===== config.mk =====
export PLATFORM = sky130hd
export DESIGN_NAME = qos_vc_arbiter
export DESIGN_NICKNAME = d
export VERILOG_FILES = /design/src/rtl/qos_vc_arbiter.sv
export SDC_FILE = /design/constraint.sdc
export NUM_CORES = 1
export LEC_CHECK = 0
export CAP_MARGIN = 10
export CORE_MARGIN = 4
export CORE_UTILIZATION = 46
export CTS_BUF_LIST = sky130_fd_sc_hd__clkbuf_8
export CTS_CLUSTER_DIAMETER = 200
export CTS_CLUSTER_SIZE = 28
export DETAILED_ROUTE_END_ITERATION = 10
export PLACE_DENSITY = 0.82
export SYNTH_ARGS = -nofsm -noshare
export SYNTH_HDL_FRONTEND = slang
export SYNTH_SLANG_ARGS = --single-unit

===== constraint.sdc =====
create_clock -name CLK -period 3.45 [get_ports CLK]
set_input_delay 0.5175 -clock CLK [delete_from_list [all_inputs] [get_ports CLK]]
set_output_delay 0.5175 -clock CLK [all_outputs]
set_load 0.02 [all_outputs]

===== src/rtl/qos_vc_arbiter.sv =====
// qos_vc_arbiter: drains NCH first-word-fall-through virtual-channel FIFOs into
// a single main FIFO, one word per cycle. The channel is either forced by ID_IN
// (MODE=0) or picked by burst-limited round-robin (MODE=1). A registered push
// stage gives exactly one cycle from pop to push.
//
// Ports:
//   CLK, RESET          clock, asynchronous active-high reset
//   ENABLE              permits new pops
//   MODE                0 = forced ID_IN, 1 = round-robin
//   ID_IN               channel to drain in forced mode
//   VC_EMPTY, VC_DATA   per-channel empty flag and FWFT head word
//   MAIN_ALMOST_FULL    main FIFO has fewer than two free entries
//   MAIN_FULL           main FIFO has no free entry
//   VC_POP              combinational one-hot-or-zero pop
//   MAIN_PUSH/MAIN_DATA registered push and word to the main FIFO
//   CUR_ID              registered ID of the last granted channel
//   XFER_COUNT          registered count of completed pushes (wraps)
//   OVF_ERR             sticky: a push was presented while MAIN_FULL was high
module qos_vc_arbiter #(
    parameter int unsigned NCH   = 4,
    parameter int unsigned DW    = 4,
    parameter int unsigned IDW   = $clog2(NCH),
    parameter int unsigned BURST = 2,
    parameter int unsigned CW    = 8
) (
    input  logic              CLK,
    input  logic              RESET,
    input  logic              ENABLE,
    input  logic              MODE,
    input  logic [IDW-1:0]    ID_IN,
    input  logic [NCH-1:0]    VC_EMPTY,
    input  logic [NCH*DW-1:0] VC_DATA,
    input  logic              MAIN_ALMOST_FULL,
    input  logic              MAIN_FULL,
    output logic [NCH-1:0]    VC_POP,
    output logic              MAIN_PUSH,
    output logic [DW-1:0]     MAIN_DATA,
    output logic [IDW-1:0]    CUR_ID,
    output logic [CW-1:0]     XFER_COUNT,
    output logic              OVF_ERR
);

    localparam int unsigned BCW = $clog2(BURST + 1);

    typedef enum logic {
        S_IDLE      = 1'b0,
        S_BURSTING  = 1'b1
    } state_t;

    state_t          state_q, state_d;
    logic [IDW-1:0]  cur_q, cur_d;
    logic [BCW-1:0]  bcnt_q, bcnt_d;
    logic            push_q, push_d;
    logic [DW-1:0]   data_q, data_d;
    logic [IDW-1:0]  cur_id_q, cur_id_d;
    logic [CW-1:0]   xfer_q, xfer_d;
    logic            ovf_q, ovf_d;

    logic [NCH-1:0]  elig;
    logic            rr_hit;
    logic [IDW-1:0]  rr_idx;
    logic            grant;
    logic [IDW-1:0]  gnt_id;
    logic [DW-1:0]   gnt_word;

    // Eligibility; pops are suppressed while RESET is held so VC_POP reads 0.
    always_comb begin
        elig = ~VC_EMPTY & {NCH{ENABLE & ~MAIN_ALMOST_FULL & ~RESET}};
    end

    // Round-robin search starting at CUR+1. CUR itself is visited last, so it
    // only wins when it is the sole eligible channel. Iterating downward lets
    // the nearest hit overwrite farther ones.
    always_comb begin
        int unsigned idx;
        idx    = 0;
        rr_hit = 1'b0;
        rr_idx = '0;
        for (int unsigned k = NCH; k >= 1; k--) begin
            idx = (32'(cur_q) + k) % NCH;
            if (elig[idx]) begin
                rr_hit = 1'b1;
                rr_idx = IDW'(idx);
            end
        end
    end

    // Grant decision and next-state logic.
    always_comb begin
        state_d = state_q;
        cur_d   = cur_q;
        bcnt_d  = bcnt_q;
        grant   = 1'b0;
        gnt_id  = cur_q;

        if (!MODE) begin
            // Leaving round-robin parks the FSM; CUR is kept for later.
            state_d = S_IDLE;
            for (int unsigned i = 0; i < NCH; i++) begin
                if (ID_IN == IDW'(i) && elig[i]) begin
                    grant  = 1'b1;
                    gnt_id = ID_IN;
                end
            end
        end else begin
            case (state_q)
                S_IDLE: begin
                    if (rr_hit) begin
                        grant   = 1'b1;
                        gnt_id  = rr_idx;
                        cur_d   = rr_idx;
                        bcnt_d  = BCW'(1);
                        state_d = S_BURSTING;
                    end
                end
                S_BURSTING: begin
                    if (elig[cur_q] && (bcnt_q < BCW'(BURST))) begin
                        grant  = 1'b1;
                        gnt_id = cur_q;
                        bcnt_d = bcnt_q + BCW'(1);
                    end else if (rr_hit) begin
                        grant  = 1'b1;
                        gnt_id = rr_idx;
                        cur_d  = rr_idx;
                        bcnt_d = BCW'(1);
                    end else begin
                        state_d = S_IDLE;
                    end
                end
                default: state_d = S_IDLE;
            endcase
        end
    end

    // One-hot pop and head-word mux for the granted channel.
    always_comb begin
        VC_POP   = '0;
        gnt_word = '0;
        for (int unsigned i = 0; i < NCH; i++) begin
            if (gnt_id == IDW'(i)) begin
                VC_POP[i] = grant;
                gnt_word  = VC_DATA[i*DW +: DW];
            end
        end
    end

    // Push stage, counters and sticky overflow.
    always_comb begin
        push_d   = grant;
        data_d   = grant ? gnt_word : data_q;
        cur_id_d = grant ? gnt_id : cur_id_q;
        xfer_d   = xfer_q + CW'(push_q);
        ovf_d    = ovf_q | (push_q & MAIN_FULL);
    end

    always_ff @(posedge CLK or posedge RESET) begin
        if (RESET) begin
            state_q  <= S_IDLE;
            cur_q    <= IDW'(NCH - 1);
            bcnt_q   <= '0;
            push_q   <= 1'b0;
            data_q   <= '0;
            cur_id_q <= '0;
            xfer_q   <= '0;
            ovf_q    <= 1'b0;
        end else begin
            state_q  <= state_d;
            cur_q    <= cur_d;
            bcnt_q   <= bcnt_d;
            push_q   <= push_d;
            data_q   <= data_d;
            cur_id_q <= cur_id_d;
            xfer_q   <= xfer_d;
            ovf_q    <= ovf_d;
        end
    end

    assign MAIN_PUSH  = push_q;
    assign MAIN_DATA  = data_q;
    assign CUR_ID     = cur_id_q;
    assign XFER_COUNT = xfer_q;
    assign OVF_ERR    = ovf_q;

endmodule


==> summary.txt <==
Status
  – Outcome: complete, no violations

Setup path
  – Worst Setup Start Kind: primary input
  – Max FO, Critical Path: 6
  – CP max stage delay: about 500 ps
  – CP delay by family, top: buffers and inverters
  – Crit-path cells: clkdlybuf4s50_1 -> mux4_2 -> or3_1 -> and2_4 -> a211oi_4 -> buf_4 -> nor2_1 -> dlygate4sd2_1
  – Flop2flop setup slack: around 520 ps
  – Critical setup path kind: primary input to output port
  – Worst Path Arrival: 2860 ps
  – Worst path slowest cell: clkdlybuf4s50_1
  – Combined buffer and inverter count along the critical path: 3
  – Worst EP required: 2930 ps
  – Crit end category: output port

Routing
  – Vias per Instance: 5.796
  – Vias: 1362
  – ANT nets after route: 0
  – Drt total wl: 3.648 mm
  – Drt wl/cell: 15.52 µm
  – DR DRC count: 0
  – Router iterations before antenna repair: 4
  – Initial DRC Count: 69

Power and ir drop
  – Power Density: 462.2 nW/µm²
  – Worst vdd ir: about 0.54 mV
  – Overall power: 0.0009438 W
  – P_leak: 0.9320 nW

Final layout
  – Sequential cell area: 528.0 µm²
  – Utilization after layout: 0.7341
  – Fill cell count: 211
  – Layout Nets: 235
  – Area Growth Syn to Fin: 51.81%
  – Final Instance Area: 2042 µm²
  – Ant diodes: 0
  – Share of layout cells above drive strength 1: 0.2157
  – Multi-input logic area: about 760 µm²
  – Final Non-Filler Cells: 235

Synthesis
  – Area of the mapped netlist: 1345 µm²
  – Synth Instances: 138
  – Syn Nets: 168
  – Post-synthesis sequential area ratio: 0.3926
  – Share of the synthesized area in the top cell type: 0.3535
  – Cell taking the most area after synthesis: dfrtp_1
  – Yosys cell types: 44
  – Top cells by area, synth: dfrtp_1 (35%), a2111oi_0 (5.2%), mux4_2 (5.0%)
  – EDFF count, synth: 0
  – Syn_area_per_cell: 9.747 µm²
  – Synth Register Bits: 21
  – Most used DFF post-synth: dfrtp_1
  – FFs w/ async S/R, synth: 1.000
  – YS warnings: 0
  – Synth top cells by count: dfrtp_1 (19), nor2_1 (12), nand2_1 (11)
  – Dominant cell by count in the synthesized netlist: dfrtp_1

Floorplanning
  – # IOs: 48
  – Die H: 62.08 µm
  – Die area: ~3900 µm²
  – Initial Util: 0.4836
  – Core Region: approximately 2800 µm²
  – # rows: 19
  – Chip width: 62.08 µm

Global route
  – Initial antenna violation count: 0
  – Tot GR Track Use: 0.2067
  – Total gr overflow: 0
  – Vias in the first global route: 1359
  – Largest net degree at the start of global routing: 22
  – First-pass GRT wire length: 6.023 mm

STA
  – Slew @ Worst Pin: 755.4 ps
  – Final setup fails: 0
  – Fmax: 296.1 MHz
  – RSZ-0062 raised after global routing: true
  – Fin. max-slew vios: 0
  – Final worst-path cycle share: 0.9788
  – Worst rel slew slack: 0.4958
  – Min Clock Period, post-route: between 3000 and 4000 ps
  – Clock skew: 5.791 ps
  – Hold Violations, Final: 0

CTS
  – Root buf cell: clkbuf_8
  – CTS tree: yes
  – Clock transition at the registers of the reported paths: 70 ps
  – Sink Count: 21
  – Clk buf depth: 2
  – Clock Latency Late Sink: between 200 and 300 ps
  – Post-CTS Setup Bufs: 0
  – CTS Buf Count: 3
  – Htree depth: 1

Run
  – Max Cap Viol: 0

Worst hold path
  – Min-Delay Path Class: flop to flop

Placed design
  – DP Cell Count: 231
  – Placed cell area: 1986 µm²
  – GPL Wtd Cong: around 0.86
  – IO buf count: 47
  – Dpl hpwl: 2.940 mm
sequential cells by signal, summed over array words and instances (netlist names):
| name | flops |
|---|---|
| XFER_COUNT | 8 |
| MAIN_DATA | 4 |
| state_q | 1 |
| MAIN_PUSH | 1 |
| CUR_ID | 2 |
| cur_q | 2 |
| bcnt_q | 2 |
| OVF_ERR | 1 |
cell families (layout without fill, tap and decap cells):
family	Yosys count	after routing	synth area share
compound gates	37	37	0.2214
mux	7	7	0.08093
xor+xnor	6	6	0.03907
buf+inv	17	83	0.05302
simple gates	48	48	0.1944
flops	21	21	0.3926
fa+ha+maj	2	2	0.01860
worst paths after layout:
kind / from / end / depth (start not counted)
min in group asynchronous: RESET / XFER_COUNT[7] / 2
max in group asynchronous: RESET / CUR_ID[1] / 2
worst max-delay path: ID_IN[1] / VC_POP[3] / 8
worst min register to register: OVF_ERR / OVF_ERR / 1
worst max register to register: cur_q[1] / MAIN_DATA[0] / 7
worst min-delay path: OVF_ERR / OVF_ERR / 1
through the flow:
stage | TNS (ps) | hold WS (ps) | setup WS [ps]
final | 0 | 463.4 | 73.31
after global routing | -24.99 | 495.9 | -15.98
after detailed placement | -765.9 | 448.9 | -209.0
after CTS | 0 | 466.6 | 2.170
after floorplan | 0 | 449.4 | 678.9
after global placement | -649.6 | 436.8 | -180.7
repair_timing:
item,4_1_cts,5_1_grt
endpoints found under the hold margin,0,0
endpoints found under the setup margin,4,4
hold buffers,0,0
pin swaps,0,1
cloned,0,0
gates resized for setup,4,6
area by class of cell:
class                   instances  area share
clock buffers                   3     0.02022
clock inverters                 1    0.002451
inverters                      10     0.01838
multi-input cells             100      0.3719
flip-flops and latches         21      0.2586
well taps                      31     0.01900
repair buffers                 69      0.3094
per-layer routing:
metal  wire (µm)  up-vias  global-route usage
li1            -      648                   -
met5           0        -                   0
met4          27        0             0.03636
met2        1819       58              0.3388
met3         244        4             0.04339
met1        1557      652              0.2844
cells in the final DEF, fill, tap and decap left out, types with 3 or more instances in the layout:
cell type	netlist	final
a2111oi_0	8	8
a21oi_1	4	4
a311oi_1	6	5
and3_1	4	4
buf_4	0	22
clkbuf_8	0	3
clkdlybuf4s50_1	0	41
dfrtp_1	19	19
dlygate4sd2_1	0	3
inv_1	10	10
mux2i_1	3	3
mux4_2	3	3
nand2_1	11	11
nand3_1	4	4
nor2_1	12	12
o21ai_0	3	3
xnor2_1	4	4
where the power goes:
| part | switching (W) | internal [W] | total, W |
|---|---|---|---|
| combinational | 0.000194 | 0.000225 | 0.000419 |
| sequential | 0.0000637 | 0.000309 | 0.000373 |
| clock | 0.0000717 | 0.0000801 | 0.000152 |
Note: power is estimated with default switching activity, not from simulation.
